File: config.mk
export PLATFORM = sky130hd
export DESIGN_NAME = keypad_hex_entry_flat
export DESIGN_NICKNAME = d
export VERILOG_FILES = /design/src/rtl/keypad_hex_entry_if.sv /design/src/rtl/keypad_hex_entry.sv /design/src/flat_wrapper.sv
export SDC_FILE = /design/constraint.sdc
export NUM_CORES = 1
export LEC_CHECK = 0
export BUFFER_PORTS_ARGS = -buffer_cell sky130_fd_sc_hd__buf_2
export CORE_MARGIN = 4
export CORE_UTILIZATION = 52
export CTS_CLUSTER_DIAMETER = 60
export DETAILED_ROUTE_END_ITERATION = 6
export PLACE_DENSITY = 0.84
export SETUP_SLACK_MARGIN = 0.5
export SKIP_CTS_REPAIR_TIMING = 1
export SLEW_MARGIN = 10
export SYNTH_ARGS = -nofsm -noshare
export SYNTH_HDL_FRONTEND = slang
export SYNTH_SLANG_ARGS = --single-unit
File: constraint.sdc
create_clock -name clock -period 3.7 [get_ports clock]
set_input_delay 0.37 -clock clock [delete_from_list [all_inputs] [get_ports clock]]
set_output_delay 0.37 -clock clock [all_outputs]
set_load 0.02 [all_outputs]
File: src/rtl/keypad_hex_entry_if.sv
// Keypad entry bus: keypad pins, clear request and the decoded key/operand outputs.
// The master side (test top or bench) drives the rows and clear; the slave is the scanner.
interface keypad_hex_entry_if;
   logic [3:0]  row_n;
   logic        clear;
   logic [3:0]  col_n;
   logic        key_valid;
   logic [3:0]  key_code;
   logic [31:0] value;
   logic [3:0]  digit_count;
   logic        full;

   modport master (
      output row_n, clear,
      input  col_n, key_valid, key_code, value, digit_count, full
   );

   modport slave (
      input  row_n, clear,
      output col_n, key_valid, key_code, value, digit_count, full
   );
endinterface

File: src/rtl/keypad_hex_entry.sv
// keypad_hex_entry: scans a 4x4 active-low hex keypad, debounces whole-frame results
// and shifts each accepted digit into a 32-bit operand register.
module keypad_hex_entry #(
   parameter int SCAN_DIV        = 260000,
   parameter int DEBOUNCE_FRAMES = 4
) (
   input  logic              clock,
   input  logic              rst,
   keypad_hex_entry_if.slave bus
);
   localparam int            CW        = (SCAN_DIV > 1) ? $clog2(SCAN_DIV) : 1;
   localparam logic [CW-1:0] SCAN_LAST = CW'(SCAN_DIV - 1);
   localparam logic [3:0]    DF        = 4'(DEBOUNCE_FRAMES);
   localparam logic [4:0]    NONE      = 5'h10;

   typedef enum logic {IDLE, HELD} state_t;

   state_t        state, state_next;
   logic [3:0]    row_s1, row_s2;
   logic [CW-1:0] scan_cnt;
   logic [1:0]    col_idx;
   logic          scan_tick, frame_end;
   logic [2:0]    col_hits, hits_sum;
   logic [1:0]    col_row, frame_hits, hits_merged;
   logic [3:0]    frame_code, code_merged;
   logic [4:0]    cand, prev_cand;
   logic [3:0]    dcnt, dcnt_next;
   logic          stable;
   logic          key_valid, key_valid_next;
   logic [3:0]    key_code, key_code_next;
   logic [31:0]   value;
   logic [3:0]    digit_count;
   logic          full;

   assign scan_tick = (scan_cnt == SCAN_LAST);
   assign frame_end = scan_tick && (col_idx == 2'd3);

   // Rows are synchronised first; the scan window is long enough to absorb the 2-cycle lag.
   always_ff @(posedge clock or negedge rst) begin
      if (!rst) begin
         row_s1   <= 4'hF;
         row_s2   <= 4'hF;
         scan_cnt <= '0;
         col_idx  <= 2'd0;
      end else begin
         row_s1 <= bus.row_n;
         row_s2 <= row_s1;
         if (scan_tick) begin
            scan_cnt <= '0;
            col_idx  <= col_idx + 2'd1;
         end else begin
            scan_cnt <= scan_cnt + CW'(1);
         end
      end
   end

   always_comb begin
      col_hits = 3'd0;
      col_row  = 2'd0;
      for (int r = 0; r < 4; r++) begin
         if (!row_s2[r]) begin
            col_hits = col_hits + 3'd1;
            col_row  = 2'(r);
         end
      end
   end

   // Hit count saturates at 2 so any multi-press in the frame collapses to NONE.
   always_comb begin
      hits_sum    = ((col_idx == 2'd0) ? 3'd0 : {1'b0, frame_hits}) + col_hits;
      hits_merged = (hits_sum >= 3'd2) ? 2'd2 : hits_sum[1:0];
      if (col_hits == 3'd1)
         code_merged = {col_row, col_idx};
      else
         code_merged = (col_idx == 2'd0) ? 4'd0 : frame_code;
      cand      = (hits_merged == 2'd1) ? {1'b0, code_merged} : NONE;
      dcnt_next = 4'd1;
      if (cand == prev_cand)
         dcnt_next = (dcnt >= DF) ? DF : dcnt + 4'd1;
      stable = (dcnt_next == DF);
   end

   always_ff @(posedge clock or negedge rst) begin
      if (!rst) begin
         frame_hits <= 2'd0;
         frame_code <= 4'd0;
         prev_cand  <= NONE;
         dcnt       <= 4'd0;
      end else if (scan_tick) begin
         frame_hits <= hits_merged;
         frame_code <= code_merged;
         if (frame_end) begin
            prev_cand <= cand;
            dcnt      <= dcnt_next;
         end
      end
   end

   always_ff @(posedge clock or negedge rst) begin
      if (!rst) begin
         state     <= IDLE;
         key_valid <= 1'b0;
         key_code  <= 4'd0;
      end else begin
         state     <= state_next;
         key_valid <= key_valid_next;
         key_code  <= key_code_next;
      end
   end

   // One pulse per press: a key is reported from IDLE only, and HELD waits for a stable NONE.
   always_comb begin
      state_next     = state;
      key_valid_next = 1'b0;
      key_code_next  = key_code;
      case (state)
         IDLE: begin
            if (frame_end && stable && (cand != NONE)) begin
               key_valid_next = 1'b1;
               key_code_next  = cand[3:0];
               state_next     = HELD;
            end
         end
         HELD: begin
            if (frame_end && stable && (cand == NONE))
               state_next = IDLE;
         end
         default: state_next = IDLE;
      endcase
   end

   always_ff @(posedge clock or negedge rst) begin
      if (!rst) begin
         value       <= 32'd0;
         digit_count <= 4'd0;
         full        <= 1'b0;
      end else if (bus.clear) begin
         value       <= 32'd0;
         digit_count <= 4'd0;
         full        <= 1'b0;
      end else if (key_valid && !full) begin
         value       <= {value[27:0], key_code};
         digit_count <= digit_count + 4'd1;
         full        <= (digit_count == 4'd7);
      end
   end

   always_comb begin
      case (col_idx)
         2'd0:    bus.col_n = 4'b1110;
         2'd1:    bus.col_n = 4'b1101;
         2'd2:    bus.col_n = 4'b1011;
         default: bus.col_n = 4'b0111;
      endcase
   end

   assign bus.key_valid   = key_valid;
   assign bus.key_code    = key_code;
   assign bus.value       = value;
   assign bus.digit_count = digit_count;
   assign bus.full        = full;
endmodule
File: src/flat_wrapper.sv
// flat-port wrapper written by rule: the top's interface ports become plain ports
module keypad_hex_entry_flat 
#(
   parameter int SCAN_DIV        = 260000,
   parameter int DEBOUNCE_FRAMES = 4
)
  (clock, rst, bus_row_n, bus_clear, bus_col_n, bus_key_valid, bus_key_code, bus_value, bus_digit_count, bus_full);
  keypad_hex_entry_if bus_i ();
  input  logic clock;
  input  logic rst;
  input wire logic [$bits(bus_i.row_n)-1:0] bus_row_n;
  input wire logic [$bits(bus_i.clear)-1:0] bus_clear;
  output wire logic [$bits(bus_i.col_n)-1:0] bus_col_n;
  output wire logic [$bits(bus_i.key_valid)-1:0] bus_key_valid;
  output wire logic [$bits(bus_i.key_code)-1:0] bus_key_code;
  output wire logic [$bits(bus_i.value)-1:0] bus_value;
  output wire logic [$bits(bus_i.digit_count)-1:0] bus_digit_count;
  output wire logic [$bits(bus_i.full)-1:0] bus_full;
  assign bus_i.row_n = bus_row_n;
  assign bus_i.clear = bus_clear;
  assign bus_col_n = bus_i.col_n;
  assign bus_key_valid = bus_i.key_valid;
  assign bus_key_code = bus_i.key_code;
  assign bus_value = bus_i.value;
  assign bus_digit_count = bus_i.digit_count;
  assign bus_full = bus_i.full;
  keypad_hex_entry #(.SCAN_DIV(SCAN_DIV), .DEBOUNCE_FRAMES(DEBOUNCE_FRAMES)) u_core (.clock(clock), .rst(rst), .bus(bus_i));
endmodule
# == After elaboration in Yosys (flattened, before gate mapping) ==
# Index checks and enable logic that the tools add are counted.
# classes
n_addsub,8
n_lt_le_gt_ge,2
n_eq_ne,11
mux,26
bitwise_logic,1
n_reduce_logical,10
# op_table
operator,count
$mux W32,2
$mux W4,6
$add A18 B1 Y18 const B,1
$eq A18 B18 Y1 const B,1
$mux W18,1
$pmux W4 S3,1
$mux W3,3
$add A4 B1 Y4 const B,2
$eq A4 B3 Y1 const B,2
$mux W2,4
$mux W1,7
$add A3 B1 Y3 const B,2
$eq A5 B5 Y1,1
$eq A5 B5 Y1 const B,1
$logic_and A1 B1 Y1,5
$mux W5,1
$ne A5 B5 Y1 const B,1
$eq A2 B1 Y1 const B,2
$eq A2 B2 Y1 const B,2
$ge A4 B3 Y1 const B,1
$reduce_and A2 Y1,2
$add A3 B3 Y3,1
$eq A3 B1 Y1 const B,1
$ge A3 B2 Y1 const B,1
other kinds (7),7
# word_totals
register_bits,86
in_bits,7
wordCells,72

# == Longest topological paths before layout ==
# Gate-level depths: netlist of the first run.
# depth
word_depth,19
depth_mapped,16
depth_no_buf,16

# == Least setup slack after synthesis of the first run ==
# OpenSTA, ideal clock, no wires.
# synth_timing
path_type,flip-flop to flip-flop
startpoint,reg u_core.row_s2[0]
endpoint,reg u_core.key_code[0] (netlist: u_core.bus.key_code[0])
setup_ns,0.127
arrival_ns,3.884
t_required_ns,3.573
path_slack_ns,-0.311
path_stages_with_launch,17
n_path_buf,1
synth_period_minus_slack_ns,4.011
cell_sequence,dfstp_2 > inv_1 > ha_1 > buf_2 > xnor2_1 > ha_1 > nor2b_1 > a31o_4 > inv_1 > fa_1 > xnor3_1 > nor2b_1 > nand2_1 > nor4_2 > a211oi_2 > nor4_4 > mux2_1
# synth_between
elab_chain_len,18
elab_cells_between_ends,21
cone_classes,add/sub: 4; order compare: 1; eq/ne: 5; mux: 8; reduce/logical: 3
# synth_rtl
item,line,rtl
"start, declared",keypad_hex_entry.sv:19,"logic [3:0] row_s1, row_s2;"
"start signal, assigned",keypad_hex_entry.sv:47,row_s2 <= row_s1;
$mux W1 *,keypad_hex_entry.sv:61,if (!row_s2[r]) begin
$add A1 B1 Y2,keypad_hex_entry.sv:62,col_hits = col_hits + 3'd1;
$mux W3 *,keypad_hex_entry.sv:61,
$add A3 B1 Y3,keypad_hex_entry.sv:62,
$mux W3 *,keypad_hex_entry.sv:61,
$add A3 B1 Y3,keypad_hex_entry.sv:62,
$mux W3 *,keypad_hex_entry.sv:61,
$add A3 B3 Y3,keypad_hex_entry.sv:70,"hits_sum = ((col_idx == 2'd0) ? 3'd0 : {1'b0, frame_hits}) + col_hits;"
$ge A3 B2 Y1,keypad_hex_entry.sv:71,hits_merged = (hits_sum >= 3'd2) ? 2'd2 : hits_sum[1:0];
$mux W2,keypad_hex_entry.sv:71,
$eq A2 B1 Y1,keypad_hex_entry.sv:76,"cand = (hits_merged == 2'd1) ? {1'b0, code_merged} : NONE;"
$mux W5 *,keypad_hex_entry.sv:76,
$eq A5 B5 Y1,keypad_hex_entry.sv:78,if (cand == prev_cand)
$mux W4,keypad_hex_entry.sv:78,
$eq A4 B3 Y1,keypad_hex_entry.sv:80,stable = (dcnt_next == DF);
$logic_and A1 B1 Y1 (2 in series),keypad_hex_entry.sv:118,if (frame_end && stable && (cand != NONE)) begin
$reduce_and A2 Y1 (no line),-,
"end signal, assigned",keypad_hex_entry.sv:107,key_code <= key_code_next;
"end, declared",keypad_hex_entry.sv:30,"logic [3:0] key_code, key_code_next;"
# Every way passes the cells marked *; elsewhere a longest branch is shown, timed or not.
# A chain may end at the register's enable or synchronous reset.

# == Worst setup path in the final report of the first run ==
# layout_timing
startpoint,reg u_core.row_s2[0]
endpoint,reg u_core.key_code[3] (netlist: u_core.bus.key_code[3])
# Same word-level chain as after synthesis.

==> results of run 1 <==
==> critical path, cell delays in order, from the launching register on <==
cell and delay [ps]:
dfstp_2 540, inv_1 60, ha_4 270, xnor2_4 210, ha_4 220, nor2b_4 120
a31o_4 220, buf_4 140, nor3_4 270, mux2_2 430, nor4_4 240, a211oi_2 70
buf_4 160, nor4_4 400, buf_4 200, mux2i_1 180
==> through the flow <==
step	TNS [ps]	util (%)	cell area, sq um
2_1_floorplan	0	-	4150
3_3_place_gp	0	58.7	4510
3_5_place_dp	-292	58.7	4510
4_1_cts	-360	61.2	4710
5_1_grt	-1130	63.2	4860
6_report	-373	63.2	4860
==> metal layers <==
metal	wire (microns)	GRT usage, %	part of all wire, %	vias to the layer above
li1	-	-	-	1502
met1	3800	24.0	45	1527
met2	4250	30.1	50	69
met3	355	4.97	4.2	10
met4	104	4.97	1.2	0
met5	0	0	0	-
==> state kept, by name (all words and copies together) (netlist names), named ones only <==
name and flops:
u_core.bus.key_code 4, u_core.bus.digit_count 4, u_core.frame_hits 2, u_core.dcnt 4, u_core.prev_cand 5, u_core.row_s1 4, u_core.frame_code 4, u_core.bus.value 32
u_core.bus.full 1, u_core.scan_cnt 18, u_core.bus.key_valid 1, u_core.row_s2 4, u_core.col_idx 2
==> cell usage in the layout, fill, tap and decap left out, drive strengths merged, types with 12 or more instances in the layout <==
master	instances
dfrtp	77
xor2	12
a21oi	38
o21ai	17
nand2	89
nor2	23
inv	24
buf	69
ha	12
nand3	16
==> power breakdown <==
group / total [mW] / leakage [nW] / switching (mW) / internal, mW
clock network: 0.648 / 0.100 / 0.383 / 0.265
registers: 0.953 / 1.16 / 0.00568 / 0.947
logic: 0.157 / 0.955 / 0.0877 / 0.0697
==> final timing paths <==
kind | start | endpoint | slack [ps] | depth (start not counted)
min | bus_row_n[2] | u_core.row_s1[2]$_DFF_PN1_ | 90 | 1
min in group asynchronous | rst | u_core.frame_hits[0]$_DFFE_PN0N_ | 170 | 1
max | u_core.row_s2[0]$_DFF_PN1_ | u_core.bus.key_code[3]$_DFFE_PN0P_ | -100 | 15
max reg2reg | u_core.row_s2[0]$_DFF_PN1_ | u_core.bus.key_code[3]$_DFFE_PN0P_ | -100 | 15
max in group asynchronous | rst | u_core.scan_cnt[2]$_DFF_PN0_ | 2860 | 1
min reg2reg | u_core.row_s1[0]$_DFF_PN1_ | u_core.row_s2[0]$_DFF_PN1_ | 360 | 0
==> area by class of cell <==
type                    count  area (sq um)
well taps                 102           128
inverters                  19          71.3
flip-flops and latches     86          2160
repair buffers             69           390
fillers                   620          2830
clock buffers               9           124
multi-input cells         289          1910
clock inverters             7          68.8
==> cell families (layout without fill, tap and decap cells) <==
family	Yosys count	after routing	synth area share, %
compound gates	68	68	10.4
xor+xnor	23	23	5.27
flops	86	86	52.9
fa+ha+maj	13	13	4.16
buf+inv	36	104	3.55
mux	8	8	2.17
simple gates	177	177	21.5
==> summary.md, run 1 <==
| Metric | Value |
|---|---|
| Synthesis Warnings | `0` |
| CTS H-Tree Depth | `3` |
| Global-route wire length before repair | `approximately 14 mm` |
| Worst Hold Class | `primary input to flop` |
| Initial Util | `53.2%` |
| Failing checks | `setup timing` |
| Final Hold Viols | `0` |
| Remaining global-route overflow | `0` |
| Total GRT Usage | `between 10% and 20%` |
| Wire per inst | `14.6 microns` |
| Via count | `~3100` |
| CP max FO | `4` |
| # rows | `32` |
| Distinct cells, synth | `52` |
| Largest net degree at the start of global routing | `87` |
| Primary FF master, synth | `dfrtp_1` |
| Static Leakage | `2.21 nW` |
| I/O Buffers | `52` |
| Dpl ws | `-124 ps` |
| Setup violators final | `4` |
| PwrDens | `between 300 and 400 nW/um^2` |
| Largest area contributor in the netlist | `dfrtp_1` |
| Vias in the first global route | `~3000` |
| Diode count | `0` |
| Max Slew Vio Count | `0` |
| Synth-to-Final Area Change | `18.9%` |
| CTS buffer count | `9` |
| Final period utilization | `103%` |
| Most instantiated cells after synthesis | `nand2_1 (89), dfrtp_1 (77), a21oi_1 (38), nor2_1 (23), inv_1 (19)` |
| Hpwl dp | `5.73 mm` |
| Initial antenna violation count | `0` |
| Worst VDD drop | `~0.29 mV` |
| CP required | `3990 ps` |
| Nature of the critical path endpoint | `flop` |
| IO Pins | `53` |
| Register area share after synthesis | `a little over half` |
| Max Cap Violations | `0` |
| Synth top area share | `between 40% and 50%` |
| Vias per cell | `roughly 5.3` |
| Final Non-Filler Cells | `a little under 600` |
| Final min period | `between 3000 and 4000 ps` |
| Most frequent cell after synthesis | `nand2_1` |
| Startpoint types | `flop` |
| Yosys reg bits | `86` |
| Layout Skew | `~15 ps` |
| Drc violations | `0` |
| Final GP Congestion | `~0.84` |
| Routed Antenna Nets | `0` |
| Final worst slack | `-100 ps` |
| Final #Nets | `between 400 and 500` |
| Post-synthesis async set-or-reset flop share | `100%` |
| Worst-Skew Late Latency | `370 ps` |
| Share of cells above drive strength 1 | `around a quarter` |
| Dpl cells | `approximately 560` |
| Cell area after synthesis | `about 4000 sq um` |
| Worst path arrival time | `between 4000 and 5000 ps` |
| Max Clock Freq | `263 MHz` |
| Root Driver | `clkbuf_8` |
| Post-synth EDFFs | `0` |
| Drt first pass iters | `4` |
| Detailed router's first-iteration violation count | `roughly 170` |
| Post-Syn Instances | `about 410` |
| Hold WS | `between 90 and 100 ps` |
| Die area | `~9300 sq um` |
| Post-Synthesis Net Count | `431` |
| Clock transition at path regs | `about 90 ps` |
| Actual slew at the worst max-slew pin | `approximately 1200 ps` |
| Chip width | `~97 microns` |
| Die Y | `between 90 and 100 microns` |
| Worst slew margin | `about a fifth` |
| RSZ-0062 raised after global routing | `true` |
| Setup CP Type | `flop to flop` |
| Clock tree sinks | `86` |
| Design Power | `1.76 mW` |
| Outcome | `finished, violations left` |
| Deepest clock path buffer count | `2` |
| CTS tree | `built` |
| Core Region | `just under 8000 sq um` |
| Mean Syn Cell Area | `9.94 sq um` |
| Total Wirelength | `8.51 mm` |
| Synth top area cells | `dfrtp_1 (47%), nand2_1 (8.2%), dfstp_2 (5.8%)` |
No activity file was read; power rests on OpenSTA's default activity.
==> inputs of run 2 (changes only) <==
- MAX_ROUTING_LAYER: not set -> met4
==> summary.md, run 2 (same netlist as run 1, synthesis figures left out) <==
| Metric | Value |
|---|---|
| Remaining global-route overflow | `0` |
| Diode count | `0` |
| Clock transition at path regs | `about 90 ps` |
| Commonest non-fill, non-tap cell in the layout | `nand2_1` |
| Biggest regs | `u_core.bus.value x32, u_core.scan_cnt x18, u_core.prev_cand x5` |
| Commonest non-fill, non-tap cells in the layout | `nand2_1 (88), dfrtp_1 (77), buf_2 (51), a21oi_1 (37), nor2_1 (23)` |
| Max Cap Violations | `0` |
| Drc violations | `0` |
| Worst path arrival time | `4090 ps` |
| Met2 WL | `roughly 4.2 mm` |
| IO Pins | `between 50 and 60` |
| # rows | `32` |
| Nature of the critical path endpoint | `flop` |
| Root Driver | `clkbuf_8` |
| Clock tree sinks | `86` |
| Multi-input gate area | `~1900 sq um` |
| Setup CP Type | `flop to flop` |
| Post-layout util | `63.2%` |
| Largest register by flop count | `u_core.bus.value` |
| TNS Setup | `-369 ps` |
| Drt first pass iters | `4` |
| Total Wirelength | `8.53 mm` |
| CP max FO | `4` |
| Share of cells above drive strength 1 | `approximately a quarter` |
| Final Non-Filler Cells | `about 580` |
| Failing checks | `setup timing` |
| Core Region | `about 7700 sq um` |
| Outcome | `finished, violations left` |
| Die Y | `96.7 microns` |
| Wl on met1 | `between 3 and 4 mm` |
| Via count | `3105` |
| Met3 wire length | `around 400 microns` |
| Initial antenna violation count | `0` |
| Global-route wire length before repair | `between 10 and 15 mm` |
| Worst-Skew Late Latency | `370 ps` |
| Startpoint types | `flop` |
| Final GP Congestion | `about 0.85` |
| Final #Nets | `494` |
| Static Leakage | `about 2.2 nW` |
| Setup violators final | `4` |
| CTS tree | `built` |
| Fill cell count | `620` |
| Routed Antenna Nets | `0` |
| Final worst slack | `-99.0 ps` |
| Vias in the first global route | `approximately 3000` |
| Actual slew at the worst max-slew pin | `about 1200 ps` |
| Vias per cell | `around 5.3` |
| I/O Buffers | `52` |
| Final min period | `approximately 3800 ps` |
| Detailed router's first-iteration violation count | `~220` |
| Design Power | `1.76 mW` |
| PwrDens | `between 300 and 400 nW/um^2` |
| CTS buffer count | `9` |
| Max Slew Vio Count | `0` |
| Final Hold Viols | `0` |
| Total GRT Usage | `between 10% and 20%` |
| Initial Util | `a little over half` |
| Hpwl dp | `5.73 mm` |
| Layout Skew | `~15 ps` |
| Worst Hold Class | `primary input to flop` |
| Deepest clock path buffer count | `2` |
| CTS H-Tree Depth | `3` |
| Wire per inst | `14.7 microns` |
| Chip width | `96.7 microns` |
| Max Clock Freq | `~260 MHz` |
| Worst slew margin | `between 20% and 30%` |
| FF/Latch Area | `around 2200 sq um` |
| Dpl cells | `555` |
| Worst VDD drop | `around 0.29 mV` |
| Max reg flops | `32` |
| Final period utilization | `103%` |
| Largest net degree at the start of global routing | `87` |
| CP required | `about 4000 ps` |
| RSZ-0062 raised after global routing | `true` |
| Synth-to-Final Area Change | `18.9%` |
| Top Layer Used | `met4` |
| Die area | `roughly 9300 sq um` |
==> run 2: worst max-delay path, stage by stage (launching register included) <==
cell and delay [ps]:
dfstp_2 540, inv_1 60, ha_4 270, xnor2_4 210, ha_4 220, nor2b_4 120, a31o_4 220, buf_4 140
nor3_4 270, mux2_2 430, nor4_4 240, a211oi_2 70, buf_4 160, nor4_4 400, buf_4 200, mux2i_1 180
==> run 2: layer usage <==
metal / GRT usage [%] / vias up
met5: - / -
met3: 4.97 / 14
met4: 4.97 / 0
met2: 30.1 / 76
li1: - / 1500
met1: 23.8 / 1515
==> run 2: path summary, 6_finish.rpt <==
check                                           start                            endpoint  slack (ps)  cells past startpoint
min in group asynchronous                         rst    u_core.frame_hits[0]$_DFFE_PN0N_         180                      1
hold reg to reg            u_core.row_s1[0]$_DFF_PN1_          u_core.row_s2[0]$_DFF_PN1_         360                      0
max in group asynchronous                         rst       u_core.scan_cnt[17]$_DFF_PN0_        2840                      1
setup / recovery           u_core.row_s2[0]$_DFF_PN1_  u_core.bus.key_code[3]$_DFFE_PN0P_        -100                     15
hold / removal                           bus_row_n[2]          u_core.row_s1[2]$_DFF_PN1_         100                      1
setup reg to reg           u_core.row_s2[0]$_DFF_PN1_  u_core.bus.key_code[3]$_DFFE_PN0P_        -100                     15
==> run 2: metrics by stage <==
| stage | setup slack (ps) | cell area [sq um] | hold WS [ps] |
|---|---|---|---|
| 4_1_cts | -152 | 4710 | 81.8 |
| 2_1_floorplan | 115 | 4150 | 74.4 |
| 6_report | -99.0 | 4860 | 95.1 |
| 3_5_place_dp | -124 | 4510 | 347 |
| 3_3_place_gp | 76.5 | 4510 | 346 |
| 5_1_grt | -261 | 4860 | 75.6 |
==> run 2: cell type report <==
| cell class | instances | share of cell area (%) |
|---|---|---|
| Inverter | 19 | 1.47 |
| Clock inverter | 7 | 1.42 |
| Multi-Input combinational cell | 289 | 39.4 |
| Tap cell | 102 | 2.63 |
| Clock buffer | 9 | 2.55 |
| Timing Repair Buffer | 69 | 8.03 |
| Sequential cell | 86 | 44.5 |
==> run 2: where the power goes <==
part	internal, mW	leakage [nW]	switching (mW)	total [mW]
logic	0.0697	0.955	0.0877	0.157
registers	0.947	1.16	0.00569	0.953
clock network	0.265	0.100	0.386	0.651
==> inputs of run 3 (changes only) <==
- HOLD_SLACK_MARGIN: not set -> 0.02
- SKIP_CTS_REPAIR_TIMING: 1 -> not set
==> summary.md, run 3 (same netlist as run 1, synthesis figures left out) <==
| Metric | Value |
|---|---|
| Outcome | `finished, final reports clean` |
| CTS tree | `built` |
| GRT met1 Usage | `24.3%` |
| Cts hold-fix bufs | `0` |
| Final #Nets | `494` |
| Slowest cell on the critical path | `dfstp_2` |
| Via count | `around 3100` |
| Drt first pass iters | `4` |
| CP required | `between 3000 and 4000 ps` |
| Chip width | `between 90 and 100 microns` |
| Global-route wire length before repair | `about 15 mm` |
| Final worst slack | `1.66 ps` |
| Total Wirelength | `~8.6 mm` |
| Final GP Congestion | `0.852` |
| # rows | `32` |
| Final min period | `between 3000 and 4000 ps` |
| Deepest clock path buffer count | `2` |
| Root Driver | `clkbuf_8` |
| Layout Skew | `around 16 ps` |
| Worst Hold Class | `primary input to flop` |
| Synth-to-Final Area Change | `19.6%` |
| Diode count | `0` |
| Commonest non-fill, non-tap cell in the layout | `nand2_1` |
| Die area | `9340 sq um` |
| Sequential power share | `53.8%` |
| P_int | `between 1 and 1.5 mW` |
| I/O Buffers | `between 50 and 60` |
| Max Cap Violations | `0` |
| Remaining global-route overflow | `0` |
| Actual slew at the worst max-slew pin | `between 1000 and 1500 ps` |
| Clock tree sinks | `86` |
| Crit path cell chain | `inv_2, ha_4, nand2b_4, and2_4, ha_4, nor2b_4, a31o_4, inv_2, fa_2, xnor3_1, nor2b_4, buf_6, nand2_4, or4_4, a211oi_2, mux2_1` |
| Switching share of power | `a little over a quarter` |
| Initial Util | `53.2%` |
| CP max FO | `4` |
| Fill cell count | `608` |
| Design Area, Final | `~4900 sq um` |
| Startpoint types | `flop` |
| Worst path arrival time | `slightly below 4000 ps` |
| Routed Antenna Nets | `0` |
| Total GRT Usage | `about 19%` |
| Setup CP Type | `flop to flop` |
| Dpl ws | `-124 ps` |
| Drc violations | `0` |
| Detailed router's first-iteration violation count | `~220` |
| P_sw | `0.481 mW` |
| Hpwl dp | `~5.7 mm` |
| Post-layout util | `a little under two thirds` |
| Clock transition at path regs | `about 100 ps` |
| Biggest regs | `u_core.bus.value x32, u_core.scan_cnt x18, u_core.prev_cand x5` |
| Max reg flops | `32` |
| Placed cell areas | `4510 sq um` |
| RSZ-0062 raised after global routing | `true` |
| Slack of the worst reg-to-reg path | `2 ps` |
| Largest register by flop count | `u_core.bus.value` |
| Vias in the first global route | `just over 3000` |
| Share of cells above drive strength 1 | `a little over a quarter` |
| Max Slew Vio Count | `0` |
| Worst-Skew Late Latency | `about 370 ps` |
| Clk network pwr share | `a little over a third` |
| PwrDens | `~360 nW/um^2` |
| Slowest stage delay, CP | `560 ps` |
| CTS H-Tree Depth | `3` |
| Comb power frac | `slightly below 10%` |
| Core Region | `~7700 sq um` |
| Hold WS | `just under 100 ps` |
| Final Hold Viols | `0` |
| Busiest grt layer | `met2` |
| Initial antenna violation count | `0` |
| IO Pins | `53` |
| Commonest non-fill, non-tap cells in the layout | `nand2_1 (88), dfrtp_1 (77), buf_2 (51), a21oi_1 (37), nor2_1 (23)` |
| Final period utilization | `approximately 100%` |
| Die Y | `96.7 microns` |
| Nature of the critical path endpoint | `flop` |
| Wire per inst | `between 10 and 15 microns` |
| CTS buffer count | `9` |
| Met2 Usage GRT | `31.5%` |
| Setup violators final | `0` |
| Static Leakage | `~2.2 nW` |
| Worst slew margin | `20.9%` |
| GR Layer Usage met3 | `under 10%` |
| Worst VDD drop | `between 0.2 and 0.3 mV` |
| Vias per cell | `about 5.3` |
| Largest net degree at the start of global routing | `between 80 and 90` |
| Max Clock Freq | `about 270 MHz` |
## run 3: worst paths after layout
path                            cells past startpoint                  startpoint                                to
min in group asynchronous                           1                         rst  u_core.frame_hits[0]$_DFFE_PN0N_
max in group asynchronous                           1                         rst     u_core.scan_cnt[12]$_DFF_PN0_
worst min-delay path                                1                bus_row_n[2]        u_core.row_s1[2]$_DFF_PN1_
worst min register to register                      0  u_core.row_s1[0]$_DFF_PN1_        u_core.row_s2[0]$_DFF_PN1_
worst max-delay path                               16  u_core.row_s2[1]$_DFF_PN1_                              flop
worst max register to register                     16  u_core.row_s2[1]$_DFF_PN1_                              flop
## run 3: layer usage
layer / up-vias / wire, microns
met5: - / 0
met2: 77 / 4280
li1: 1500 / -
met3: 12 / 409
met1: 1514 / 3780
met4: 0 / 85
## run 3: stage by stage
step / instances / total power [mW] / TNS, ps
detailed placement: 555 / 1.10 / -292
floorplan: 411 / 1.07 / 0
finish: 581 / 1.77 / 0
global route: 581 / 1.84 / -447
global placement: 555 / 1.10 / 0
CTS: 579 / 1.79 / -192
## run 3: power by group through the flow
stage / sequential [mW] / clock [mW] / combinational (mW)
4_1_cts: 0.953 / 0.666 / 0.168
3_5_place_dp: 0.971 / 0 / 0.134
3_3_place_gp: 0.970 / 0 / 0.129
2_1_floorplan: 0.967 / 0 / 0.0994
6_report: 0.953 / 0.648 / 0.172
5_1_grt: 0.954 / 0.704 / 0.187
## run 3: area by class of cell
cell class	count	area (sq um)	area share [%]
clock inverters	7	68.8	1.41
flip-flops and latches	86	2160	44.3
multi-input cells	289	1920	39.3
inverters	19	71.3	1.46
well taps	102	128	2.61
repair buffers	69	414	8.47
clock buffers	9	124	2.53
## run 3: what timing repair did
item,in CTS,in global routing
gates resized for setup,14,2
buffers inserted,8,2
pin swaps,14,8
hold endpoints to repair,0,0
setup endpoints to repair,9,9
gates cloned,0,0
## run 3: worst max-delay path: cells and delay by family, from the launching register on
kind	cells	cell delay, ps
simple gates	6	1200
mux	1	350
buf+inv	3	210
flops	1	560
fa+ha+maj	3	720
compound gates	2	330
xor+xnor	1	230
